**src/rtl/store_buffer.sv**
```systemverilog
// Store buffer: holds speculative stores from MEM, commits them on ROB permission,
// drains committed stores to the D-cache in order and forwards data to younger loads.

module sb_fwd_match #(
  parameter int WORD_SIZE = 32
) (
  input  logic                 vld,
  input  logic [WORD_SIZE-1:0] st_addr,
  input  logic                 st_byte,
  input  logic [WORD_SIZE-1:0] ld_addr,
  input  logic                 ld_byte,
  output logic                 hit
);
  assign hit = vld && (st_addr[WORD_SIZE-1:2] == ld_addr[WORD_SIZE-1:2]) &&
               (!st_byte || !ld_byte || (st_addr[1:0] == ld_addr[1:0]));
endmodule

module store_buffer #(
  parameter int N               = 4,
  parameter int WORD_SIZE       = 32,
  parameter int ROB_ENTRY_WIDTH = 4
) (
  input  logic                       clk,
  input  logic                       rst,
  input  logic                       mem_store_valid,
  input  logic [WORD_SIZE-1:0]       mem_store_addr,
  input  logic [WORD_SIZE-1:0]       mem_store_data,
  input  logic                       mem_store_byte,
  input  logic [ROB_ENTRY_WIDTH-1:0] mem_store_rob_id,
  output logic                       full,
  output logic                       empty,
  input  logic                       sb_store_permission,
  input  logic [ROB_ENTRY_WIDTH-1:0] sb_rob_id,
  input  logic                       flush,
  input  logic                       ld_valid,
  input  logic [WORD_SIZE-1:0]       ld_addr,
  input  logic                       ld_byte,
  output logic                       fwd_hit,
  output logic [WORD_SIZE-1:0]       fwd_data,
  output logic                       fwd_stall,
  output logic                       dc_wvalid,
  output logic [WORD_SIZE-1:0]       dc_waddr,
  output logic [WORD_SIZE-1:0]       dc_wdata,
  output logic                       dc_wbyte,
  input  logic                       dc_wready,
  output logic                       proto_err
);
  localparam int PW = $clog2(N);
  localparam int CW = PW + 1;

  typedef enum logic [1:0] {FREE, PENDING, COMMITTED} st_e;
  typedef struct packed {
    logic [WORD_SIZE-1:0]       addr;
    logic [WORD_SIZE-1:0]       data;
    logic                       is_byte;
    logic [ROB_ENTRY_WIDTH-1:0] rob_id;
  } ent_t;

  st_e             st [N];
  ent_t [N-1:0]    ent;
  logic [PW-1:0]   head, cmt, tail;
  logic [CW-1:0]   count, ncmt;
  logic            alloc, perm_ok, commit, pop;

  assign full      = (count == CW'(N));
  assign empty     = (count == '0);
  assign alloc     = mem_store_valid && !full && !flush;
  assign perm_ok   = sb_store_permission && (st[cmt] == PENDING) && (ent[cmt].rob_id == sb_rob_id);
  assign commit    = perm_ok && !flush;
  assign dc_wvalid = (st[head] == COMMITTED);
  assign pop       = dc_wvalid && dc_wready;

  // Pending entries always form the run [cmt, tail), so a flush just pulls tail back to cmt;
  // ncmt tracks the committed run [head, cmt) since pointers alone cannot tell 0 from N.
  always_ff @(posedge clk or negedge rst) begin
    if (!rst) begin
      for (int i = 0; i < N; i++) st[i] <= FREE;
      head      <= '0;
      cmt       <= '0;
      tail      <= '0;
      count     <= '0;
      ncmt      <= '0;
      proto_err <= 1'b0;
    end else begin
      if (pop) begin
        st[head] <= FREE;
        head     <= head + PW'(1);
      end
      if (flush) begin
        for (int i = 0; i < N; i++) if (st[i] == PENDING) st[i] <= FREE;
        tail  <= cmt;
        count <= ncmt - CW'(pop);
        ncmt  <= ncmt - CW'(pop);
      end else begin
        if (alloc) begin
          st[tail] <= PENDING;
          tail     <= tail + PW'(1);
        end
        if (commit) begin
          st[cmt] <= COMMITTED;
          cmt     <= cmt + PW'(1);
        end
        if (sb_store_permission && !perm_ok) proto_err <= 1'b1;
        count <= count + CW'(alloc) - CW'(pop);
        ncmt  <= ncmt + CW'(commit) - CW'(pop);
      end
    end
  end

  always_ff @(posedge clk) begin
    if (alloc) begin
      ent[tail].addr    <= mem_store_addr;
      ent[tail].data    <= mem_store_data;
      ent[tail].is_byte <= mem_store_byte;
      ent[tail].rob_id  <= mem_store_rob_id;
    end
  end

  assign dc_waddr = dc_wvalid ? ent[head].addr    : '0;
  assign dc_wdata = dc_wvalid ? ent[head].data    : '0;
  assign dc_wbyte = dc_wvalid ? ent[head].is_byte : 1'b0;

  logic [N-1:0] ov;
  for (genvar g = 0; g < N; g++) begin : g_match
    sb_fwd_match #(.WORD_SIZE(WORD_SIZE)) u_match (
      .vld     (st[g] != FREE),
      .st_addr (ent[g].addr),
      .st_byte (ent[g].is_byte),
      .ld_addr (ld_addr),
      .ld_byte (ld_byte),
      .hit     (ov[g])
    );
  end

  logic          found;
  logic [PW-1:0] yidx;
  ent_t          yent;

  // Walk entries oldest to youngest; the last overlap seen is the youngest.
  always_comb begin
    found     = 1'b0;
    yidx      = '0;
    yent      = '0;
    fwd_hit   = 1'b0;
    fwd_stall = 1'b0;
    fwd_data  = '0;
    for (int k = 0; k < N; k++) begin
      if (ov[head + PW'(k)]) begin
        found = 1'b1;
        yidx  = head + PW'(k);
      end
    end
    yent = ent[yidx];
    if (ld_valid && found) begin
      if (yent.is_byte && !ld_byte) begin
        fwd_stall = 1'b1;
      end else begin
        fwd_hit = 1'b1;
        if (!ld_byte)          fwd_data = yent.data;
        else if (yent.is_byte) fwd_data = {{(WORD_SIZE-8){1'b0}}, yent.data[7:0]};
        else                   fwd_data = {{(WORD_SIZE-8){1'b0}}, yent.data[8*ld_addr[1:0] +: 8]};
      end
    end
  end
endmodule

```
**config.mk**
```make
export PLATFORM = sky130hd
export DESIGN_NAME = store_buffer
export DESIGN_NICKNAME = d
export VERILOG_FILES = /design/src/rtl/store_buffer.sv
export SDC_FILE = /design/constraint.sdc
export NUM_CORES = 1
export LEC_CHECK = 0
export CELL_PAD_IN_SITES_DETAIL_PLACEMENT = 0
export CELL_PAD_IN_SITES_GLOBAL_PLACEMENT = 1
export CORE_ASPECT_RATIO = 0.9
export CORE_MARGIN = 2
export CORE_UTILIZATION = 46
export DETAILED_ROUTE_END_ITERATION = 8
export MAX_ROUTING_LAYER = met4
export PLACE_DENSITY = 0.91
export SLEW_MARGIN = 30
export SYNTH_ARGS = -nofsm -noshare
export SYNTH_HDL_FRONTEND = slang
export SYNTH_HIERARCHICAL = 1
export SYNTH_SLANG_ARGS = --single-unit
```
**constraint.sdc**
```tcl
create_clock -name clk -period 6.5 [get_ports clk]
set_input_delay 1.3 -clock clk [delete_from_list [all_inputs] [get_ports clk]]
set_output_delay 1.3 -clock clk [all_outputs]
set_load 0.1 [all_outputs]
```
==> flow_summary.json <==
{
  "fmax_mhz": 158,
  "fill_cells": 2404,
  "port_buffers": 215,
  "grt_use_total_pct": 23.4,
  "ys_warn_count": 6,
  "p_leak_uw": 0.00689,
  "r2r_cells": 11,
  "syn-num-nets": 1090,
  "skew_ns": 0.0321,
  "core_um2": 32000,
  "synth_top_area_share_pct": 55.5,
  "powerDensity_nw_per_um2": 386,
  "syn_to_final_growth_pct": 31.0,
  "end_kind": "output port",
  "synth.distinct_cells": 54,
  "crit_type": "input pin to output port",
  "p_total_uw": 7560,
  "r2r_setup_slack_ns": 2.17,
  "ys_async_sr_fraction_pct": 7.07,
  "netlist.top_cell.by_area": "edfxtp_1",
  "cts.clk_slew.worst_paths_ns": 0.06,
  "slew_headroom_pct": 34.3,
  "synth_edf_count": 276,
  "r2r_start": "head[0]$_DFFE_PN0N_",
  "clock-root-buffer": "clkbuf_16",
  "synth_area_leaders": "edfxtp_1 (55%), mux4_2 (14%), xnor2_1 (4.5%)",
  "dieArea_um2": 33900,
  "hold_buffers": 0,
  "setup_violations": 0,
  "start_util_pct": 46.7,
  "die_w_um": 194,
  "multi_input_area_um2": 6120,
  "synth.ff_latch_count": 297,
  "grt_max_degree": 59,
  "crit_required_ns": 5.20,
  "cts_buffers": 30,
  "route.vias.total": 9593,
  "clock_latency_ns": 0.58,
  "place.gp.congestion": 0.819,
  "clockBufferDepth": 3,
  "first_pass_iters": 5,
  "overflow": 0,
  "synth.avg_cell_area_um2": 15.6,
  "cts_tree": "built",
  "wl_mm": 38.7,
  "place_ws_ns": -0.447,
  "worst_slack_ns": 0.156,
  "period_share_pct": 97.6,
  "fin_nets": 1380,
  "ir_worst_vdd_v": 0.000407,
  "dpl.hpwl_mm": 26.1,
  "core.rowCount": 62,
  "status": "complete, no violations",
  "worst_slew_pin_slew_ns": 0.982,
  "worstHoldPathType": "flop to flop",
  "min_to": "proto_err$_DFFE_PN0P_",
  "grt_pass1_vias": 10200,
  "synth_cells": 957,
  "slew_viol_final": 0,
  "synthFlopType": "edfxtp_1",
  "grt_pass1_wl_mm": 59.0,
  "drive_gt1_share_pct": 30.4,
  "io_pins": 216,
  "holdPathStages": 1,
  "seqCellArea_um2": 8820,
  "drv_cap": 0,
  "crit_arrival_ns": 5.04,
  "min_period_ns": 6.34,
  "worstReg2RegEnd": "ncmt[2]$_DFF_PN0_",
  "die_height_um": 175,
  "finalHoldViolCount": 0,
  "viasPerCell": 5.68,
  "cts.sink_count": 297,
  "drc_errors": 0,
  "ant_nets": 0,
  "synth-seq-area-share_pct": 59.0,
  "synth_area_um2": 14900,
  "h-tree-depth": 1,
  "wl_per_cell_um": 22.9,
  "cp-start-kind": "input pin",
  "worstHoldStart": "proto_err$_DFFE_PN0P_",
  "cp_max_fo": 4,
  "drtIter0Drc": 712,
  "antenna_found_initial": 3
}
-- cell usage after synthesis, types with 3 or more instances --
| cell | number |
|---|---|
| mux4_2 | 94 |
| clkbuf_1 | 30 |
| mux2_2 | 4 |
| mux2i_1 | 39 |
| nand2b_1 | 6 |
| buf_2 | 6 |
| or4_1 | 5 |
| ha_1 | 18 |
| xnor2_1 | 77 |
| o211ai_1 | 3 |
| inv_1 | 26 |
| nand4_1 | 20 |
| dfrtp_1 | 21 |
| nand3_1 | 4 |
| and2_1 | 18 |
| nand2_1 | 33 |
| nor2_1 | 16 |
| edfxtp_1 | 276 |
| nor4_1 | 13 |
| nor2b_1 | 73 |
| and3_1 | 18 |
| xor2_1 | 63 |
| o21ai_0 | 16 |
| a32o_1 | 6 |
| buf_1 | 7 |
| a211oi_1 | 5 |
| a311oi_2 | 4 |
| a21oi_1 | 8 |
| o221ai_1 | 5 |
| nor3_1 | 7 |
| or2_2 | 3 |
| a31oi_1 | 3 |
-- area by class of cell --
type	count	area share, %
repair buffers	304	15.6
inverters	27	0.543
diodes	3	0.0384
clock buffers	37	3.97
clock inverters	19	0.844
flip-flops and latches	297	45.1
multi-input cells	587	31.3
well taps	416	2.66
-- registers in the layout (all words and copies together) (netlist names) --
signal / cells
ent: 276
proto_err: 1
head: 2
st: 8
cmt: 2
ncmt: 3
count: 3
tail: 2
-- critical path, stage by stage --
cell	delay, ns
clkbuf_4	0.15
buf_4	0.14
xnor2_2	0.11
nand4_1	0.14
or4_4	0.56
a311oi_4	0.30
mux2_4	0.21
o22ai_2	0.06
o21ai_1	0.12
o21a_2	0.17
mux4_2	0.52
or4_4	0.55
or2_0	0.24
o211ai_1	0.18
clkbuf_16	0.27
-- metal layers --
metal / vias up / GRT usage, % / share of wire, %
li1: 4283 / - / -
met1: 4846 / 30.1 / 40
met2: 409 / 38.6 / 49
met3: 55 / 5.27 / 9.0
met4: 0 / 4.42 / 1.6
met5: - / - / 0
-- cell families after synthesis --
group                    count (synthesis)  share of synthesized area [%]
XOR/XNOR                               140                           8.21
buffers and inverters                   73                           2.01
adder cells (fa/ha/maj)                 20                           1.78
AND/OR/NAND/NOR                        222                           8.45
multiplexers                           138                           17.2
AO/OA/AOI/OAI                           67                           3.35
flip-flops                             297                           59.0
-- placed cells by master (no fill, tap or decap), types with 22 or more instances in the layout --
master	instances
xor2_1	61
mux4_2	94
mux2i_1	39
inv_1	22
clkbuf_16	32
buf_4	118
edfxtp_1	276
clkdlybuf4s50_1	115
nand2_1	33
xnor2_1	60
nor2b_1	72
buf_12	36
-- how the worst max path moves through the flow --
stage / start / end
2_1_floorplan: ld_addr[24] / fwd_data[0]
3_3_place_gp: ld_addr[28] / fwd_data[0]
3_5_place_dp: ld_addr[28] / fwd_data[0]
4_1_cts: ld_addr[18] / fwd_data[4]
5_1_grt: ld_addr[12] / fwd_data[6]
6_report: ld_addr[19] / fwd_data[6]
-- repair_timing --
action,4_1_cts,5_1_grt
pin swaps,37,43
setup endpoints to repair,33,32
setup buffers,1,5
gates resized for setup,87,58
-- through the flow --
step	hold slack [ns]	util, %	TNS (ns)	std cells	instance area, um2
after global routing	0.509	61.2	-0.0246	1690	19600
after detailed placement	0.467	57.9	-8.27	1628	18500
after CTS	0.484	61.1	0	1685	19500
after global placement	0.464	57.9	-9.60	1628	18500
after floorplan	0.462	-	-3.45	957	15100
final	0.482	61.2	0	1690	19600
-- report_power, final --
group	leakage [uW]	switching, uW	internal [uW]
clock	0.000464	713	930
sequential	0.00276	233	2280
combinational	0.00367	2210	1190
total	0.00689	3160	4400
Note: power is estimated with default switching activity, not from simulation.
